File: src/rtl/sdr_mod_pkg.sv
// Shared modulation definitions for the IQ symbol mapper and its matching demodulator.
package sdr_mod_pkg;

    localparam int unsigned SYM_W  = 5;
    localparam int unsigned BYTE_W = 8;
    localparam int unsigned CNT_W  = 4;
    localparam int unsigned BITS_W = 4;

    typedef enum logic [1:0] {
        MOD_BPSK  = 2'b00,
        MOD_QPSK  = 2'b01,
        MOD_16QAM = 2'b10,
        MOD_RSVD  = 2'b11
    } mod_e;

    typedef enum logic [1:0] {
        ST_IDLE     = 2'b00,
        ST_PREAMBLE = 2'b01,
        ST_DATA     = 2'b10
    } state_e;

    localparam logic signed [SYM_W-1:0] LVL_QPSK   = 5'sd8;
    localparam logic signed [SYM_W-1:0] LVL_QAM_LO = 5'sd4;
    localparam logic signed [SYM_W-1:0] LVL_QAM_HI = 5'sd12;

    // Gray-coded 16QAM axis: 00 -> -12, 01 -> -4, 11 -> +4, 10 -> +12.
    function automatic logic signed [SYM_W-1:0] gray_to_level(input logic [1:0] g);
        logic signed [SYM_W-1:0] lvl;
        case (g)
            2'b00:   lvl = -LVL_QAM_HI;
            2'b01:   lvl = -LVL_QAM_LO;
            2'b11:   lvl = LVL_QAM_LO;
            default: lvl = LVL_QAM_HI;
        endcase
        return lvl;
    endfunction

    function automatic logic [CNT_W-1:0] syms_per_byte(input mod_e m);
        logic [CNT_W-1:0] n;
        case (m)
            MOD_BPSK:  n = 4'd8;
            MOD_QPSK:  n = 4'd4;
            MOD_16QAM: n = 4'd2;
            default:   n = 4'd0;
        endcase
        return n;
    endfunction

    // Drop the bits of the symbol just emitted from the MSB end of the byte.
    function automatic logic [BYTE_W-1:0] shift_sym(input logic [BYTE_W-1:0] sr, input mod_e m);
        logic [BYTE_W-1:0] r;
        case (m)
            MOD_BPSK:  r = {sr[6:0], 1'b0};
            MOD_QPSK:  r = {sr[5:0], 2'b00};
            MOD_16QAM: r = {sr[3:0], 4'b0000};
            default:   r = '0;
        endcase
        return r;
    endfunction

endpackage

File: src/rtl/iq_level_map.sv
// Combinational symbol mapper: MSB-aligned bit group plus mode to signed I/Q levels.
module iq_level_map
    import sdr_mod_pkg::*;
#(
    parameter int AMP_BPSK = 12
) (
    input  mod_e                          mode_i,
    input  logic [BITS_W-1:0]             bits_i,
    output logic signed [SYM_W-1:0]       i_o,
    output logic signed [SYM_W-1:0]       q_o
);

    localparam logic signed [SYM_W-1:0] AMP_P = SYM_W'(AMP_BPSK);
    localparam logic signed [SYM_W-1:0] AMP_N = SYM_W'(-AMP_BPSK);

    always_comb begin
        i_o = '0;
        q_o = '0;
        case (mode_i)
            MOD_BPSK: begin
                i_o = bits_i[3] ? AMP_P : AMP_N;
            end
            MOD_QPSK: begin
                i_o = bits_i[3] ? LVL_QPSK : -LVL_QPSK;
                q_o = bits_i[2] ? LVL_QPSK : -LVL_QPSK;
            end
            MOD_16QAM: begin
                i_o = gray_to_level(bits_i[3:2]);
                q_o = gray_to_level(bits_i[1:0]);
            end
            default: begin
                i_o = '0;
                q_o = '0;
            end
        endcase
    end

endmodule

File: src/rtl/iq_symbol_mapper.sv
// Byte-stream to IQ symbol mapper: preamble insertion, BPSK/QPSK/16QAM mapping, ready/valid handshakes.
module iq_symbol_mapper
    import sdr_mod_pkg::*;
#(
    parameter int unsigned PRE_LEN  = 8,
    parameter int          AMP_BPSK = 12
) (
    input  logic                    clk,
    input  logic                    rst,
    input  logic [1:0]              mod_sel,
    input  logic [BYTE_W-1:0]       in_data,
    input  logic                    in_valid,
    input  logic                    in_last,
    output logic                    in_ready,
    output logic signed [SYM_W-1:0] i_out,
    output logic signed [SYM_W-1:0] q_out,
    output logic                    sym_valid,
    input  logic                    sym_ready,
    output logic                    sym_first,
    output logic                    mode_err
);

    localparam logic signed [SYM_W-1:0] AMP_P    = SYM_W'(AMP_BPSK);
    localparam logic signed [SYM_W-1:0] AMP_N    = SYM_W'(-AMP_BPSK);
    localparam logic [CNT_W-1:0]        PRE_LAST = CNT_W'(PRE_LEN - 1);

    state_e                   state_q;
    mod_e                     mode_q;
    logic [BYTE_W-1:0]        sr_q;
    logic [CNT_W-1:0]         rem_q;
    logic [CNT_W-1:0]         pre_cnt_q;
    logic                     frame_end_q;
    logic signed [SYM_W-1:0]  i_q;
    logic signed [SYM_W-1:0]  q_q;
    logic                     valid_q;
    logic                     first_q;
    logic                     err_q;

    logic                     xfer_c;
    logic                     advance_c;
    logic                     in_ready_c;
    logic                     accept_c;
    logic [BITS_W-1:0]        map_bits_c;
    logic signed [SYM_W-1:0]  map_i_c;
    logic signed [SYM_W-1:0]  map_q_c;

    // Output register may take a new symbol when empty or when its symbol leaves this cycle.
    always_comb begin
        xfer_c     = valid_q && sym_ready;
        advance_c  = !valid_q || sym_ready;
        in_ready_c = 1'b0;
        if (state_q == ST_DATA && !frame_end_q && rem_q == '0 && advance_c) begin
            in_ready_c = 1'b1;
        end
        accept_c   = in_valid && in_ready_c;
        map_bits_c = accept_c ? in_data[BYTE_W-1 -: BITS_W] : sr_q[BYTE_W-1 -: BITS_W];
    end

    iq_level_map #(
        .AMP_BPSK (AMP_BPSK)
    ) u_map (
        .mode_i (mode_q),
        .bits_i (map_bits_c),
        .i_o    (map_i_c),
        .q_o    (map_q_c)
    );

    always_ff @(posedge clk) begin
        if (rst) begin
            state_q     <= ST_IDLE;
            mode_q      <= MOD_BPSK;
            sr_q        <= '0;
            rem_q       <= '0;
            pre_cnt_q   <= '0;
            frame_end_q <= 1'b0;
            i_q         <= '0;
            q_q         <= '0;
            valid_q     <= 1'b0;
            first_q     <= 1'b0;
            err_q       <= 1'b0;
        end else begin
            err_q <= 1'b0;
            case (state_q)
                ST_IDLE: begin
                    if (in_valid) begin
                        if (mod_sel == MOD_RSVD) begin
                            err_q <= 1'b1;
                        end else begin
                            mode_q    <= mod_e'(mod_sel);
                            state_q   <= ST_PREAMBLE;
                            pre_cnt_q <= '0;
                            valid_q   <= 1'b1;
                            first_q   <= 1'b1;
                            i_q       <= AMP_P;
                            q_q       <= '0;
                        end
                    end
                end
                ST_PREAMBLE: begin
                    if (xfer_c) begin
                        first_q <= 1'b0;
                        if (pre_cnt_q == PRE_LAST) begin
                            state_q <= ST_DATA;
                            valid_q <= 1'b0;
                            i_q     <= '0;
                            q_q     <= '0;
                        end else begin
                            // Next index is pre_cnt_q+1: even indices are positive.
                            pre_cnt_q <= pre_cnt_q + 4'd1;
                            i_q       <= pre_cnt_q[0] ? AMP_P : AMP_N;
                            q_q       <= '0;
                        end
                    end
                end
                ST_DATA: begin
                    if (accept_c) begin
                        valid_q     <= 1'b1;
                        i_q         <= map_i_c;
                        q_q         <= map_q_c;
                        sr_q        <= shift_sym(in_data, mode_q);
                        rem_q       <= CNT_W'(syms_per_byte(mode_q) - 4'd1);
                        frame_end_q <= in_last;
                    end else if (advance_c) begin
                        if (rem_q != '0) begin
                            valid_q <= 1'b1;
                            i_q     <= map_i_c;
                            q_q     <= map_q_c;
                            sr_q    <= shift_sym(sr_q, mode_q);
                            rem_q   <= rem_q - 4'd1;
                        end else begin
                            valid_q <= 1'b0;
                            i_q     <= '0;
                            q_q     <= '0;
                            if (frame_end_q) begin
                                state_q     <= ST_IDLE;
                                frame_end_q <= 1'b0;
                            end
                        end
                    end
                end
                default: begin
                    state_q <= ST_IDLE;
                end
            endcase
        end
    end

    assign in_ready  = in_ready_c;
    assign i_out     = i_q;
    assign q_out     = q_q;
    assign sym_valid = valid_q;
    assign sym_first = first_q;
    assign mode_err  = err_q;

endmodule
File: config.mk
export PLATFORM = sky130hd
export DESIGN_NAME = iq_symbol_mapper
export DESIGN_NICKNAME = d
export VERILOG_FILES = /design/src/rtl/sdr_mod_pkg.sv /design/src/rtl/iq_level_map.sv /design/src/rtl/iq_symbol_mapper.sv
export SDC_FILE = /design/constraint.sdc
export NUM_CORES = 1
export LEC_CHECK = 0
export ABC_AREA = 1
export BUFFER_PORTS_ARGS = -buffer_cell sky130_fd_sc_hd__buf_2
export CAP_MARGIN = 10
export CORE_MARGIN = 2
export CORE_UTILIZATION = 55
export DETAILED_ROUTE_END_ITERATION = 16
export GPL_ROUTABILITY_DRIVEN = 0
export PLACE_DENSITY = 0.87
export SLEW_MARGIN = 20
export SYNTH_ARGS = -nofsm -noshare
export SYNTH_HDL_FRONTEND = slang
export SYNTH_HIERARCHICAL = 1
export SYNTH_SLANG_ARGS = --single-unit
File: constraint.sdc
create_clock -name clk -period 3.3 [get_ports clk]
set_input_delay 0.165 -clock clk [delete_from_list [all_inputs] [get_ports clk]]
set_output_delay 0.165 -clock clk [all_outputs]
set_load 0.005 [all_outputs]
==> metrics.yaml, run 1 <==
cells_and_area:
  fin_nets: 383
  final_area_mm2: 0.00243
  areaGrowthSynthToFinish_pct: 11.0
  seqCellArea_um2: 661
  drive_gt1_frac: 0.176
  diodes: 0
  fill_cells: 367
  multi_input_area_mm2: 0.00125
synthesis:
  ys_ff_latch: 33
  synth_edf_count: 0
  ys_types: 32
  synthMostInstantiatedCell: "nand2_1"
  synth_warnings: 6
  syn_inst: 325
  synth-seq-area-share: 0.302
  synth_top_area_share: 0.302
  synth_common_cells: "nand2_1, inv_1, dfxtp_1, nor2_1, a21oi_1"
  ys_top_cells_by_area: "dfxtp_1, nand2_1, ha_1"
  yosysTopAreaCell: "dfxtp_1"
  syn_avg_cell_area_um2: 6.73
  syn_area_mm2: 0.00219
  async_reset_ff_frac: 0
  synth-main-ff-cell: "dfxtp_1"
global_routing:
  grt_overflow: 0
  grt.total_usage: 0.235
  grt_pass1_vias: 1924
  antenna_found_initial: 0
  grt_max_degree: 21
  grt_pass1_wl_um: 8160
clock_tree:
  post_cts_resized: 0
  clkSinkCount: 33
  clockBufferDepth: 2
  clk_latency_ns: 0.28
  ctsHoldBuffers: 0
  cts_root_buffer: "clkbuf_8"
  post-cts-setup-buffer-count: 0
  cts_max_level: 2
  cts_tree: "yes"
  path_clk_slew_ns: 0.07
  cts_buffers: 5
power:
  powerDensity_mw_per_mm2: 660
  leakage_nw: 1.17
  peakVddDrop_mv: 0.345
critical_path:
  path_class: "reg2reg"
  crit_path_max_incr_delay_ns: 0.33
  worstPathArrival_ns: 2.59
  rr_worst_depth: 20
  r2r_start: "state_q[0]$_SDFFE_PP0P_"
  cpLargestDelayFamily: "simple AND/OR/NAND/NOR gates"
  critical_path.startpoint: "state_q[0]$_SDFFE_PP0P_"
  crit_cells: 20
  cp.required_ns: 3.49
  crit_buf_inv: 6
  cp-end-kind: "register"
  cpMaxStageDelayCell: "dfxtp_1"
  crit_top_cell: "nand2_1"
  crit_fanout: 14
  start_kind: "register"
  path_cells: "inv_1 -> ha_1 -> inv_2 -> nor2_2 -> nand2_2 -> nor2_4 -> nand2_4 -> inv_2 -> nand2_1 -> nand2_1 -> inv_1 -> ha_1 -> nand2_1 -> nand3_1 -> nand2_1 -> inv_1 -> nand2_1 -> nand3_1 -> nand2_1 -> inv_1"
floorplan:
  die_h_um: 67.1
  die_area_mm2: 0.00450
  core-area_mm2: 0.00374
  io_pins: 29
  num_rows: 22
  die_w_um: 67.1
  initial_core_util: 0.584
sta:
  fin_crit_ns: 2.40
  finalCritPeriodShare: 0.728
  rsz0062_at_grt: "false"
  tns_ns: 0
  finalClockSkew_ns: 0.00470
  slew_violations: 0
  fin_ws_ns: 0.896
  finalSetupViolCount: 0
  tightestPinTransition_ns: 0.543
  fmax_mhz: 416
  max_slew_margin: 0.637
  hold_viol_final: 0
routing:
  ant_nets: 0
  drc: 0
  wl_per_cell_um: 12.0
  vias_per_cell: 5.23
  vias: 2099
  dr.pass1.iters: 4
  drtIter0Drc: 185
  finalWirelength_um: 4800
place:
  dpl_cell_area_mm2: 0.00231
  dp_hpwl_um: 3510
  port_buffers: 28
  pre_cts_ws_ns: 0.924
run:
  drv_cap: 0
status:
  status: "finished clean"
min_path:
  min_path_type: "in2reg"
  hold_start: "in_last"
  hold_depth: 3
==> layer usage <==
metal / share of wire / up-vias / global-route usage / routed length, um
met2: 0.48 / 54 / 0.401 / 2330
met3: 0.048 / 6 / 0.0473 / 229
li1: - / 1089 / - / -
met1: 0.46 / 950 / 0.301 / 2190
met4: 0.012 / 0 / 0.0587 / 57
met5: 0 / - / 0 / 0
==> through the flow <==
step / hold slack [ns] / cells / power [W] / utilization
5_1_grt: 0.161 / 401 / 0.00173 / 0.649
6_report: 0.153 / 401 / 0.00160 / 0.649
3_3_place_gp: 0.439 / 393 / 0.00118 / 0.618
2_1_floorplan: 0.308 / 328 / 0.00107 / -
3_5_place_dp: 0.444 / 393 / 0.00120 / 0.618
4_1_cts: 0.154 / 401 / 0.00160 / 0.649
==> logic make-up (layout without fill, tap and decap cells) <==
group,count (synthesis),count (layout),share of synthesized area
compound gates,72,72,0.196
xor+xnor,1,1,0.00401
buf+inv,65,90,0.133
other cells,1,4,0.00171
flops,33,33,0.302
simple gates,137,137,0.272
fa+ha+maj,16,16,0.0915
==> state kept, by name, indices dropped and copies added (netlist names), 2 cells and up <==
signal	cells
sr_q	7
rem_q	4
state_q	2
mode_q	2
i_out	5
pre_cnt_q	4
q_out	5
==> worst reg2reg max path: cells and delay by family (launching register included) <==
family	cells	cell delay, ns
DFF	1	0.33
adders and majority gates	2	0.52
buffers and inverters	6	0.50
and+or+nand+nor	12	0.98
==> path summary, 6_finish.rpt <==
check	end	slack, ns
max	i_out[3]$_SDFFE_PP0P_	0.90
min	frame_end_q$_SDFFE_PP0P_	0.15
max reg2reg	i_out[3]$_SDFFE_PP0P_	0.90
min reg2reg	q_out[0]$_SDFFE_PP0P_	0.46
==> where the power goes <==
part / total [W] / internal, W / switching [W]
registers: 0.000499 / 0.000454 / 0.0000447
logic: 0.000708 / 0.000231 / 0.000477
clock network: 0.000396 / 0.000246 / 0.000149
==> cells in the final DEF (no fill, tap or decap), drive strengths merged, types with 3 or more instances in the layout <==
cell,count
nand3,15
o21ai,29
nor2,35
clkbuf,7
dfxtp,33
o22ai,5
buf,28
conb,4
a31oi,3
a21oi,29
ha,16
inv,53
nand2,84
==> layout make-up <==
| cell class | count | area share |
|---|---|---|
| inverters | 54 | 0.0840 |
| clock inverters | 1 | 0.0124 |
| multi-input cells | 230 | 0.514 |
| repair buffers | 28 | 0.0577 |
| well taps | 48 | 0.0247 |
| flip-flops and latches | 33 | 0.272 |
| clock buffers | 7 | 0.0355 |
No activity file was read; power rests on OpenSTA's default activity.
==> run 2, diff against run 1 <==
- clock period: 3.3 -> 2.3 ns (I/O delays scaled with it)
==> run 2 against run 1 <==
Net effect:
- register-to-register slack worse by 0.76 ns
- critical path depth unchanged
- worst setup slack worse by 0.76 ns
- highest routed layer unchanged
==> metrics.yaml, run 2 (same netlist as run 1, synthesis figures left out) <==
cells_and_area:
  final_common_cell: "nand2_1"  # unchanged
  largest_reg_flops: 7  # unchanged
  fin_nets: 393  # was 383
  drive_gt1_frac: 0.213  # was 0.176
  finalNonFillerCells: 410  # was 401
  regMostFlops: "sr_q"  # unchanged
  seqCellArea_um2: 663  # was 661 um^2
  final_cell_mix: "nand2_1, inv_1, dfxtp_1, nor2_1, buf_2"  # unchanged
  diodes: 0  # unchanged
  areaGrowthSynthToFinish_pct: 14.5  # was 11.0%
  multi_input_area_mm2: 0.00128  # was 0.00125 mm^2
  fill_cells: 336  # was 367
  final_area_mm2: 0.00250  # was 0.00243 mm^2
sta:
  fmax_mhz: 463  # was 416 MHz
  fin_crit_ns: 2.16  # was 2.40 ns
  finalCritPeriodShare: 0.940  # was 0.728
  max_slew_margin: 0.642  # was 0.637
  hold_viol_final: 0  # unchanged
  slew_violations: 0  # unchanged
  finalClockSkew_ns: 0.00684  # was 0.00470 ns
  fin_ws_ns: 0.139  # was 0.896 ns
  tightestPinTransition_ns: 0.537  # was 0.543 ns
  finalSetupViolCount: 0  # unchanged
place:
  dpl_cell_area_mm2: 0.00233  # was 0.00231 mm^2
  dp_hpwl_um: 3580  # was 3510 um
  pre_cts_ws_ns: 0.00818  # was 0.924 ns
  port_buffers: 28  # unchanged
  dp.cells: 396  # was 393
critical_path:
  rr_worst_depth: 20  # unchanged
  start_kind: "register"  # unchanged
  cp-end-kind: "register"  # unchanged
  worstPathArrival_ns: 2.35  # was 2.59 ns
  r2r_start: "state_q[0]$_SDFFE_PP0P_"  # unchanged
  path_class: "reg2reg"  # unchanged
  crit_fanout: 5  # was 14
  r2r-end: "i_out[3]$_SDFFE_PP0P_"  # unchanged
  regToRegSetupSlack_ns: 0.14  # was 0.90 ns
  cp.required_ns: 2.49  # was 3.49 ns
clock_tree:
  ctsHoldBuffers: 0  # unchanged
  cts_root_buffer: "clkbuf_8"  # unchanged
  clkSinkCount: 33  # unchanged
  clk_latency_ns: 0.29  # was 0.28 ns
  cts_tree: "yes"  # unchanged
  clockBufferDepth: 2  # unchanged
  cts_max_level: 2  # unchanged
  path_clk_slew_ns: 0.07  # about the same
  cts_buffers: 5  # unchanged
floorplan:
  initial_core_util: 0.584  # unchanged
  core-area_mm2: 0.00374  # unchanged
  die_w_um: 67.1  # unchanged
  num_rows: 22  # unchanged
  io_pins: 29  # unchanged
  die_area_mm2: 0.00450  # unchanged
  die_h_um: 67.1  # unchanged
routing:
  drc: 0  # unchanged
  wl_met3_um: 331  # was 229 um
  ant_nets: 0  # unchanged
  wl_met2_um: 2590  # was 2330 um
  vias: 2203  # was 2099
  finalWirelength_um: 5290  # was 4800 um
  met1Wirelength_um: 2280  # was 2190 um
  top_layer_used: "met4"  # unchanged
  wl_per_cell_um: 12.9  # was 12.0 um
  dr.pass1.iters: 5  # was 4
  vias_per_cell: 5.37  # was 5.23
  drtIter0Drc: 155  # was 185
global_routing:
  grt_overflow: 0  # unchanged
  grt_pass1_vias: 1946  # was 1924
  grt_max_degree: 21  # unchanged
  antenna_found_initial: 0  # unchanged
  grt.total_usage: 0.246  # was 0.235
  grt_pass1_wl_um: 8380  # was 8160 um
status:
  status: "finished clean"  # unchanged
min_path:
  min_to: "frame_end_q$_SDFFE_PP0P_"  # unchanged
  hold_depth: 3  # unchanged
  min_path_type: "in2reg"  # unchanged
  hold_start: "in_last"  # unchanged
power:
  peakVddDrop_mv: 0.450  # was 0.345 mV
  design_power_total_w: 0.00232  # was 0.00160 W
  leakage_nw: 1.19  # was 1.17 nW
  powerDensity_mw_per_mm2: 926  # was 660 mW/mm^2
run:
  drv_cap: 0  # unchanged
-- run 2: worst max-delay path by stage --
stage	to	start	cells after the start	slack, ns
final	i_out[3]$_SDFFE_PP0P_	state_q[0]$_SDFFE_PP0P_	20	0.14
after global placement	i_out[3]$_SDFFE_PP0P_	state_q[0]$_SDFFE_PP0P_	20	0.14
after CTS	i_out[3]$_SDFFE_PP0P_	state_q[0]$_SDFFE_PP0P_	20	0.01
after detailed placement	q_out[4]$_SDFFE_PP0P_	state_q[0]$_SDFFE_PP0P_	15	0.008
after floorplan	i_out[3]$_SDFFE_PP0P_	state_q[0]$_SDFFE_PP0P_	21	0.12
after global routing	i_out[3]$_SDFFE_PP0P_	state_q[0]$_SDFFE_PP0P_	20	-0.02
-- run 2: stage by stage --
step / TNS, ns / hold WS, ns / util
after floorplan: 0 / 0.258 / -
after global placement: 0 / 0.390 / 0.624
after detailed placement: 0 / 0.396 / 0.624
after CTS: 0 / 0.0893 / 0.647
after global routing: -0.0187 / 0.127 / 0.669
final: 0 / 0.0970 / 0.669
-- run 2: power by group --
part           total, W  internal (W)  switching [W]
Clock          0.000452      0.000237       0.000214
Sequential     0.000729      0.000655      0.0000736
Combinational   0.00114      0.000403       0.000736
Total           0.00232       0.00130        0.00102
-- run 2: layer usage --
| metal | GRT usage | vias up |
|---|---|---|
| li1 | - | 1108 |
| met1 | 0.298 | 998 |
| met5 | 0 | - |
| met4 | 0.105 | 0 |
| met2 | 0.412 | 87 |
| met3 | 0.0608 | 10 |
-- run 2: area by class of cell --
class                      count  share of cell area
sequential                    33               0.265
timing repair buffer          37              0.0830
clock buffer                   7              0.0345
tap                           48              0.0240
inverter                      54              0.0835
multi-input combinational    231               0.510
-- run 2: repair_timing --
item                       in CTS  in global routing
gates resized for setup         2                  9
gates cloned                    0                  1
buffers inserted                0                  6
pin swaps                       0                  2
setup endpoints to repair       2                  4
-- run 2: worst max-delay path, stage by stage (launching register included) --
cell and delay [ns]:
dfxtp_2 0.35, inv_4 0.08, ha_4 0.15, inv_2 0.06, nor2_4 0.09, nand2_2 0.07
nor2_4 0.15, nand2_4 0.09, inv_4 0.08, nand2_1 0.07, nand2_2 0.08, inv_1 0.07
ha_1 0.29, nand2_1 0.06, nand3_1 0.06, nand2_1 0.07, inv_1 0.04, nand2_1 0.05
nand3_1 0.07, nand2_1 0.06, inv_1 0.03
